### src/rtl/tpu_pkg.sv
// ----------------------------------------------------------------------------
// tpu_pkg
// Shared types and constants for the systolic MAC array datapath.
//   BYTE_WIDTH / EXTENDED_BYTE_WIDTH : raw and extended operand widths
//   extended_byte_type               : one extended weight/activation byte
//   weight_addr_type                 : weight buffer address
//   wlc_state_type                   : weight_load_controller FSM states
//   ZERO_EXTENDED_ROW                : an all-zero extended array row
//   extend_byte()                    : sign- or zero-extend one byte
// ----------------------------------------------------------------------------
package tpu_pkg;
  localparam int BYTE_WIDTH             = 8;
  localparam int EXTENDED_BYTE_WIDTH    = 9;
  localparam int TPU_MATRIX_WIDTH       = 14;
  localparam int TPU_WEIGHT_ADDR_WIDTH  = 16;

  typedef logic [BYTE_WIDTH-1:0]            byte_type;
  typedef logic [EXTENDED_BYTE_WIDTH-1:0]   extended_byte_type;
  typedef logic [TPU_WEIGHT_ADDR_WIDTH-1:0] weight_addr_type;

  typedef enum logic [2:0] {
    IDLE, FETCH, DRAIN, WAIT_SWAP, SWAP, DONE
  } wlc_state_type;

  localparam logic [TPU_MATRIX_WIDTH*EXTENDED_BYTE_WIDTH-1:0] ZERO_EXTENDED_ROW = '0;

  function automatic extended_byte_type extend_byte(input byte_type b, input logic sgn);
    return {{(EXTENDED_BYTE_WIDTH-BYTE_WIDTH){sgn & b[BYTE_WIDTH-1]}}, b};
  endfunction
endpackage

### src/rtl/wlc_token_delay.sv
// ----------------------------------------------------------------------------
// wlc_token_delay
// DEPTH-stage shift register carrying a {valid, zero, slot} token alongside
// the weight buffer read, so the token surfaces in the cycle the read data
// becomes valid.
//   clk, rst         : clock, synchronous active-high reset (clears the line)
//   i_valid/i_zero/i_slot : token entering this cycle
//   o_valid/o_zero/o_slot : token leaving after DEPTH cycles
// ----------------------------------------------------------------------------
module wlc_token_delay #(
  parameter int DEPTH  = 1,
  parameter int SLOT_W = 4
) (
  input  logic              clk,
  input  logic              rst,
  input  logic              i_valid,
  input  logic              i_zero,
  input  logic [SLOT_W-1:0] i_slot,
  output logic              o_valid,
  output logic              o_zero,
  output logic [SLOT_W-1:0] o_slot
);
  localparam int TW = SLOT_W + 2;

  logic [DEPTH-1:0][TW-1:0] r_pipe;

  always_ff @(posedge clk) begin
    if (rst) begin
      r_pipe <= '0;
    end else begin
      r_pipe[0] <= {i_valid, i_zero, i_slot};
      for (int k = 1; k < DEPTH; k++) r_pipe[k] <= r_pipe[k-1];
    end
  end

  assign {o_valid, o_zero, o_slot} = r_pipe[DEPTH-1];
endmodule

### src/rtl/weight_load_controller.sv
// ----------------------------------------------------------------------------
// weight_load_controller
// Streams one weight tile (MATRIX_WIDTH rows) from the weight buffer into the
// systolic array's preweight registers, then issues the array-wide
// load_weight swap once the array is idle.
//   clk, rst          : clock, synchronous active-high reset (aborts a load)
//   start             : command strobe, honoured only when idle
//   base_addr         : buffer address of row 0
//   row_count         : rows to read; 0 or > MATRIX_WIDTH means a full tile
//   signed_weights    : 1 sign-extends, 0 zero-extends each byte
//   compute_idle      : array may swap weights
//   weight_rd_en/addr : buffer read request
//   weight_rd_data    : buffer row, READ_LATENCY cycles after the request
//   preload_row       : one-hot preload strobe per array row
//   preload_data      : extended row for the strobed array row
//   load_weight       : one-cycle preweight->weight transfer
//   busy, done        : operation in progress / completion pulse
// Optional: define WEIGHT_LOAD_STALL_COUNT_EN to add stall_cycles[15:0],
// the number of cycles spent waiting on compute_idle in the last load.
// ----------------------------------------------------------------------------
module weight_load_controller
  import tpu_pkg::*;
#(
  parameter  int MATRIX_WIDTH      = TPU_MATRIX_WIDTH,
  parameter  int WEIGHT_ADDR_WIDTH = TPU_WEIGHT_ADDR_WIDTH,
  parameter  int READ_LATENCY      = 1,
  localparam int RC_W              = $clog2(MATRIX_WIDTH + 1)
) (
  input  logic                                          clk,
  input  logic                                          rst,
  input  logic                                          start,
  input  logic [WEIGHT_ADDR_WIDTH-1:0]                  base_addr,
  input  logic [RC_W-1:0]                               row_count,
  input  logic                                          signed_weights,
  input  logic                                          compute_idle,
  output logic                                          weight_rd_en,
  output logic [WEIGHT_ADDR_WIDTH-1:0]                  weight_rd_addr,
  input  logic [MATRIX_WIDTH*BYTE_WIDTH-1:0]            weight_rd_data,
  output logic [MATRIX_WIDTH-1:0]                       preload_row,
  output logic [MATRIX_WIDTH*EXTENDED_BYTE_WIDTH-1:0]   preload_data,
  output logic                                          load_weight,
  output logic                                          busy,
  output logic                                          done
`ifdef WEIGHT_LOAD_STALL_COUNT_EN
  ,
  output logic [15:0]                                   stall_cycles
`endif
);
  localparam logic [RC_W-1:0] LAST_SLOT = RC_W'(MATRIX_WIDTH - 1);
  localparam logic [RC_W-1:0] FULL_ROWS = RC_W'(MATRIX_WIDTH);

  wlc_state_type                r_state, w_next;
  logic [WEIGHT_ADDR_WIDTH-1:0] r_base;
  logic [RC_W-1:0]              r_rows, r_slot, w_rows;
  logic                         r_signed;
  logic                         w_accept, w_zero, w_last_out;
  logic                         w_tok_v, w_tok_z;
  logic [RC_W-1:0]              w_tok_slot;

  assign w_rows     = (row_count == '0 || row_count > FULL_ROWS) ? FULL_ROWS : row_count;
  assign w_accept   = (r_state == IDLE) && start;
  // Slots past the requested row count still walk the pipe as zero tokens,
  // so every array row gets a defined preweight.
  assign w_zero     = (r_slot >= r_rows);
  assign w_last_out = w_tok_v && (w_tok_slot == LAST_SLOT);
  assign busy       = (r_state != IDLE);

  always_ff @(posedge clk) begin
    if (rst) begin
      r_state  <= IDLE;
      r_base   <= '0;
      r_rows   <= '0;
      r_signed <= 1'b0;
      r_slot   <= '0;
    end else begin
      r_state <= w_next;
      if (w_accept) begin
        r_base   <= base_addr;
        r_rows   <= w_rows;
        r_signed <= signed_weights;
        r_slot   <= '0;
      end else if (r_state == FETCH) begin
        r_slot <= (r_slot == LAST_SLOT) ? '0 : r_slot + RC_W'(1);
      end
    end
  end

  always_comb begin
    w_next         = r_state;
    weight_rd_en   = 1'b0;
    weight_rd_addr = '0;
    load_weight    = 1'b0;
    done           = 1'b0;
    case (r_state)
      IDLE:      if (start) w_next = FETCH;
      FETCH: begin
        if (!w_zero) begin
          weight_rd_en   = 1'b1;
          weight_rd_addr = r_base + WEIGHT_ADDR_WIDTH'(r_slot);
        end
        if (r_slot == LAST_SLOT) w_next = DRAIN;
      end
      DRAIN:     if (w_last_out) w_next = WAIT_SWAP;
      WAIT_SWAP: if (compute_idle) w_next = SWAP;
      SWAP: begin
        load_weight = 1'b1;
        w_next      = DONE;
      end
      DONE: begin
        done   = 1'b1;
        w_next = IDLE;
      end
      default:   w_next = IDLE;
    endcase
  end

  wlc_token_delay #(
    .DEPTH  (READ_LATENCY),
    .SLOT_W (RC_W)
  ) u_tok (
    .clk     (clk),
    .rst     (rst),
    .i_valid (r_state == FETCH),
    .i_zero  (w_zero),
    .i_slot  (r_slot),
    .o_valid (w_tok_v),
    .o_zero  (w_tok_z),
    .o_slot  (w_tok_slot)
  );

  for (genvar r = 0; r < MATRIX_WIDTH; r++) begin : g_row
    assign preload_row[r] = w_tok_v && (w_tok_slot == RC_W'(r));
  end

  for (genvar c = 0; c < MATRIX_WIDTH; c++) begin : g_col
    assign preload_data[c*EXTENDED_BYTE_WIDTH +: EXTENDED_BYTE_WIDTH] =
      (w_tok_v && !w_tok_z) ? extend_byte(weight_rd_data[c*BYTE_WIDTH +: BYTE_WIDTH], r_signed)
                            : '0;
  end

`ifdef WEIGHT_LOAD_STALL_COUNT_EN
  logic [15:0] r_stall;

  always_ff @(posedge clk) begin
    if (rst)
      r_stall <= '0;
    else if (w_accept)
      r_stall <= '0;
    else if (r_state == WAIT_SWAP && !compute_idle && r_stall != 16'hFFFF)
      r_stall <= r_stall + 16'd1;
  end

  assign stall_cycles = r_stall;
`endif
endmodule
### config.mk
export PLATFORM = sky130hd
export DESIGN_NAME = weight_load_controller
export DESIGN_NICKNAME = d
export VERILOG_FILES = /design/src/rtl/tpu_pkg.sv /design/src/rtl/wlc_token_delay.sv /design/src/rtl/weight_load_controller.sv
export SDC_FILE = /design/constraint.sdc
export NUM_CORES = 1
export LEC_CHECK = 0
export ABC_AREA = 1
export CAP_MARGIN = 15
export CORE_MARGIN = 3
export CORE_UTILIZATION = 25
export CTS_CLUSTER_DIAMETER = 40
export CTS_CLUSTER_SIZE = 16
export DETAILED_ROUTE_END_ITERATION = 10
export PLACE_DENSITY = 0.74
export SLEW_MARGIN = 15
export SYNTH_ARGS = -nofsm -noshare
export SYNTH_HDL_FRONTEND = slang
export SYNTH_HIERARCHICAL = 1
export SYNTH_SLANG_ARGS = --single-unit
### constraint.sdc
create_clock -name clk -period 2.8 [get_ports clk]
set_clock_uncertainty 0.15 [all_clocks]
set_input_delay 0.28 -clock clk [delete_from_list [all_inputs] [get_ports clk]]
set_output_delay 0.28 -clock clk [all_outputs]
set_load 0.02 [all_outputs]
==> qor.yml, run 1 <==
synth_cell_types: 27
multi_input_area_um2: 1930
core_area_um2: 13300
async_reset_ff_share_pct: 0
cp_num_buf_inv: 3
die-area_um2: 15100
post-route-period-util_pct: 95.0
critPathSlowestCell: "clkdlybuf4s50_1"
die_w_um: 123
crit_type: "register to output port"
dr.first_iter.drc_count: 173
finalSetupViolations: 0
syn-num-nets: 723
cp-start-kind: "register"
synth.area.top_cells: "dfxtp_1, inv_1, nor2_4, nor2_1, nand2_1"
synth_warnings: 6
yosysTopAreaCell: "dfxtp_1"
syn_inst: 577
die_h_um: 123
yosysTopAreaCellShare_pct: 19.9
powerDensity_nw_per_um2: 488
rsz0062_at_grt: "no"
critPathMaxFanout: 25
rows: 42
slew_headroom_pct: 57.4
ios: 297
synth_most_common_cell: "inv_1"
critical_path.cell_chain: "inv_2 > or2_4 > buf_4 > nor3_1 > clkdlybuf4s50_1"
cts.path.max_buffers: 2
cts-root-buf: "clkbuf_16"
syn_area_um2: 3420
drc_errors: 0
cts_hold_buf: 0
r2r_setup_slack_ns: 1.14
required_ns: 2.37
synth_commonest_cells: "inv_1, nor2_1, nand2_1"
vias: 4248
cts_tree: "done"
rr_worst_depth: 7
cts.sinks: 34
hold_path_class: "register to register"
yosysSeqAreaShare_pct: 19.9
r2r_start: "r_state[0]"
first_global_vias: 3769
place_worst_setup_slack_ns: 0.0686
routedWlPerCell_um: 13.6
synth_ff_type: "dfxtp_1"
grt_max_degree: 51
critPathTopFamily: "buffers and inverters"
end_kind: "output port"
cts_buffers: 5
drt-total-wl_mm: 14.3
clkTransAtPathRegs_ns: 0.05
reg2reg_to: "r_slot[2]"
cp.arrival_ns: 2.23
hpwlAfterDp_mm: 12.3
syn_avg_cell_area_um2: 5.92
holdPathEnd: "r_base[2]"
hold_depth: 2
worst_slew_pin_slew_ns: 0.638
ir_drop_v: 0.000450
io_buffers: 296
gp_congestion: 0.866
period_minus_slack_ns: 2.66
syn_to_final_growth_pct: 97.2
final_layout_size_suffix_gt1_share_pct: 9.12
grt_pass1_wl_mm: 20.1
viasPerCell: 4.03
power.leakage_nw: 3.16
first_pass_iters: 4
final_hold_viol_count: 0
synth_edf_count: 0
fmax_mhz: 376
max_stage_delay_ns: 0.64
grt_remaining_overflow: 0
nNetsFinal: 1022
worstHoldStart: "r_base[2]"
synth_seq_cells: 34
drv_cap: 0
run_status: "finished, final reports clean"
grt_antenna_before_repair: 2
fillers: 1326
fin_tns_setup_ns: 0
regArea_um2: 681
worst_slack_ns: 0.140
final_max_slew_viol_count: 0
cts_max_level: 2
track_usage_pct: 17.1
initial_core_util_pct: 25.7
clock_latency_ns: 0.28
ant_nets: 0
[sequential cells by signal, indices dropped and copies added, names as in the netlist]
signal,count
r_base,16
r_rows,4
r_state,3
u_tok/r_pipe,6
r_signed,1
r_slot,4
[how the worst max path moves through the flow]
stage                                from                 end  slack, ns  cells after the start
final                     u_tok/r_pipe[5]   preload_data[125]       0.14                      5
after global routing      u_tok/r_pipe[5]   preload_data[125]       0.01                      5
after CTS                       r_base[2]  weight_rd_addr[13]      0.003                      8
after detailed placement        r_base[0]   weight_rd_addr[6]       0.07                     10
after global placement          r_base[0]   weight_rd_addr[6]       0.11                     10
after floorplan                 r_slot[0]   weight_rd_addr[6]       0.37                      9
[placed cells by master, fill, tap and decap left out, types with 2 or more instances in the layout]
cell type | netlist | final
nand2_1 | 57 | 57
nor3_1 | 24 | 24
inv_1 | 170 | 170
nand3_1 | 22 | 22
clkbuf_16 | 0 | 5
diode_2 | 0 | 2
ha_1 | 8 | 8
dfxtp_1 | 34 | 34
nand3_2 | 2 | 2
nand4_1 | 6 | 6
nor2_4 | 40 | 40
inv_2 | 3 | 3
nand3b_1 | 2 | 2
clkbuf_2 | 0 | 3
o21bai_1 | 2 | 2
clkdlybuf4s50_1 | 0 | 280
o21ai_0 | 26 | 26
dlymetal6s2s_1 | 0 | 6
nor2_1 | 119 | 119
dlygate4sd2_1 | 0 | 6
a21oi_1 | 27 | 26
xor2_1 | 6 | 6
or2_2 | 2 | 3
buf_4 | 1 | 17
[stage by stage]
| stage | utilization, % | hold WS [ns] | cells | power [W] | cell area (um2) |
|---|---|---|---|---|---|
| final | 50.7 | 0.304 | 1055 | 0.00328 | 6740 |
| after global routing | 50.7 | 0.327 | 1055 | 0.00354 | 6740 |
| after CTS | 50.4 | 0.307 | 1050 | 0.00328 | 6700 |
| after detailed placement | 49.3 | 0.296 | 1041 | 0.00273 | 6550 |
| after global placement | 49.3 | 0.291 | 1041 | 0.00271 | 6550 |
| after floorplan | - | 0.201 | 577 | 0.00190 | 3420 |
[power by group]
part | internal, W | total [W] | switching (W) | leakage (nW)
clock network | 0.000351 | 0.000550 | 0.000199 | 0.0729
logic | 0.000869 | 0.00202 | 0.00115 | 2.81
registers | 0.000611 | 0.000714 | 0.000103 | 0.280
total | 0.00183 | 0.00328 | 0.00145 | 3.16
[layout make-up]
class / instances / area share (%)
Timing Repair Buffer: 314 / 46.1
Inverter: 173 / 9.64
Sequential cell: 34 / 10.1
Antenna cell: 2 / 0.0743
Tap cell: 176 / 3.27
Clock buffer: 6 / 2.06
Multi-Input combinational cell: 348 / 28.6
Clock inverter: 2 / 0.186
[metal layers]
layer	GRT usage (%)	routed length, um	part of all wire, %	up-vias
met5	0	0	0	-
met1	19.8	5530	39	1828
li1	-	-	-	2278
met3	4.03	1110	7.7	8
met4	4.55	187	1.3	0
met2	31.2	7500	52	134
[cell families (layout without fill, tap and decap cells)]
logic type,after synthesis,in the layout,synth area share [%]
other,0,2,0
adder cells (fa/ha/maj),9,9,3.52
buffers and inverters,196,495,24.1
AND/OR/NAND/NOR,276,277,42.6
XOR/XNOR,6,6,1.54
flip-flops,34,34,19.9
AO/OA/AOI/OAI,56,56,8.39
[worst min-delay path: stages, from the launching register on]
cell and delay, ns:
dfxtp_1 0.31, inv_1 0.05, a21oi_1 0.05
[repair_timing]
action,in CTS,in global routing
resized for setup,10,15
gates cloned,0,1
setup buffers,1,2
endpoints found under the setup margin,14,19
pin swaps,0,1
No activity file was read; power rests on OpenSTA's default activity.
==> inputs of run 2 (changes only) <==
--- a/config.mk
+++ b/config.mk
@@ -12,7 +12,8 @@
 export CTS_CLUSTER_DIAMETER = 40
 export CTS_CLUSTER_SIZE = 16
 export DETAILED_ROUTE_END_ITERATION = 10
-export PLACE_DENSITY = 0.74
+export MAX_ROUTING_LAYER = met4
+export PLACE_DENSITY = 0.75
 export SLEW_MARGIN = 15
 export SYNTH_ARGS = -nofsm -noshare
 export SYNTH_HDL_FRONTEND = slang
==> qor.yml, run 2 (synthesized netlist as in run 1, its figures left out) <==
hold_path_class: "register to register"
rr_worst_depth: 7  # unchanged
worstHoldStart: "r_base[2]"
top_regs: "r_base: 16 flops, u_tok/r_pipe: 6 flops"
slew_headroom_pct: 63.8  # +6.4 points
initial_core_util_pct: 25.7  # unchanged
reg2reg_to: "r_slot[3]"
fin_tns_setup_ns: 0  # unchanged
final_layout_size_suffix_gt1_share_pct: 8.81  # -0.31 points
cts.sinks: 34  # unchanged
clkTransAtPathRegs_ns: 0.05  # about the same
final_core_util_pct: 50.5  # -0.13 points
die_h_um: 123  # unchanged
die-area_um2: 15100  # unchanged
cpMostUsedCell: "inv_1"
die_w_um: 123  # unchanged
r2r_setup_slack_ns: 1.00  # -0.14 ns
io_buffers: 296  # unchanged
ir_drop_v: 0.000433  # -3.8%
nNetsFinal: 1019  # -0.29%
syn_to_final_growth_pct: 96.7
viasPerCell: 4.10  # +1.8%
r2r_start: "r_state[0]"
largest_reg_flops: 16  # unchanged
cts_tree: "done"
worst_slew_pin_slew_ns: 0.542  # -0.0956 ns
final_hold_viol_count: 0  # unchanged
max_stage_delay_ns: 0.60  # -0.04 ns
final_common_cell: "clkdlybuf4s50_1"
cp-start-kind: "register"
fmax_mhz: 379  # +0.78%
grt_remaining_overflow: 0  # unchanged
critPathMaxFanout: 11  # -56%
finalHoldWorstSlack_ns: 0.303  # -0.000768 ns
hpwlAfterDp_mm: 11.9  # -3.9%
layout_common_cells: "clkdlybuf4s50_1, inv_1, nor2_1"
grt_antenna_before_repair: 0  # -2
worst_slack_ns: 0.161  # +0.0206 ns
antenna_cells: 0  # -2
routedWlPerCell_um: 13.0  # -4.0%
grt_pass1_wl_mm: 19.5  # -2.7%
vias: 4302  # +1.3%
placed_area_um2: 6560  # about the same
rsz0062_at_grt: "no"
finalSetupViolations: 0  # unchanged
track_usage_pct: 16.9  # -0.16 points
gp_congestion: 0.907  # +4.7%
cts_max_level: 2  # unchanged
grt_max_degree: 34  # -33%
final_max_slew_viol_count: 0  # unchanged
required_ns: 2.37  # about the same
drt-total-wl_mm: 13.7  # -4.5%
crit_type: "register to output port"
ios: 297  # unchanged
rows: 42  # unchanged
drc_errors: 0  # unchanged
holdPathEnd: "r_base[2]"
end_kind: "output port"
period_minus_slack_ns: 2.64  # -0.0206 ns
critical_path.cell_chain: "buf_4 > inv_1 > ha_1 > nand4_1 > nand4_4 > inv_1 > clkdlybuf4s50_1"
hold_depth: 2  # unchanged
first_global_vias: 3792  # +0.61%
final_cell_area_um2: 6720  # -0.26%
critPathSlowestCell: "clkdlybuf4s50_1"
post-route-period-util_pct: 94.3  # -0.73 points
powerDensity_nw_per_um2: 488  # about the same
dr.first_iter.drc_count: 140  # -19%
cts_buffers: 5  # unchanged
drv_cap: 0  # unchanged
first_pass_iters: 4  # unchanged
ant_nets: 0  # unchanged
cts-root-buf: "clkbuf_16"
core_area_um2: 13300  # unchanged
place_worst_setup_slack_ns: 0.0926  # +0.0240 ns
run_status: "finished, final reports clean"
fillers: 1327  # +0.075%
power.leakage_nw: 3.16  # about the same
clock_latency_ns: 0.28  # about the same
cts.path.max_buffers: 2  # unchanged
top_register: "r_base"
cp.arrival_ns: 2.21  # -0.02 ns
## run 2: worst max-delay path by stage
stage                                    end  slack (ns)       from
after global placement     weight_rd_addr[6]        0.12  r_base[0]
after detailed placement   weight_rd_addr[6]        0.09  r_slot[0]
final                           weight_rd_en        0.16  r_slot[0]
after global routing       weight_rd_addr[6]        0.02  r_slot[0]
after floorplan            weight_rd_addr[6]        0.37  r_slot[0]
after CTS                 weight_rd_addr[11]        0.01  r_base[2]
## run 2: layer usage
metal  track usage (%)  routed length (um)  vias to the layer above
li1                  -                   -                     2271
met3              2.79                 985                       17
met2              29.8                6840                      156
met4              4.83                 286                        0
met5                 -                   0                        -
met1              19.8                5570                     1858
## run 2: worst max-delay path: cells and delay by family (launching register included)
kind	cells	cell delay, ns
buf+inv	4	0.91
flops	1	0.33
fa+ha+maj	1	0.28
simple gates	2	0.41
## run 2: report_power, final
part | switching [W] | internal [W] | leakage [nW]
registers | 0.0000999 | 0.000611 | 0.280
clock network | 0.000201 | 0.000352 | 0.0739
logic | 0.00114 | 0.000872 | 2.81
## run 2: repair_timing
item,in CTS,in global routing
resized for setup,10,17
pin swaps,1,1
hold buffers,0,0
buffers inserted,2,2
setup endpoints to repair,16,10
## run 2: area by class of cell
class                   instances  area (um2)  share of cell area (%)
clock buffers                   7         143                    2.12
well taps                     176         220                    3.28
inverters                     173         649                    9.67
multi-input cells             347        1920                    28.5
flip-flops and latches         34         681                    10.1
clock inverters                 1        5.00                  0.0745
repair buffers                312        3100                    46.2
## run 2: through the flow
stage,power [W],instances
detailed placement,0.00272,1038
CTS,0.00329,1048
floorplan,0.00190,577
finish,0.00328,1050
global route,0.00350,1050
global placement,0.00270,1038
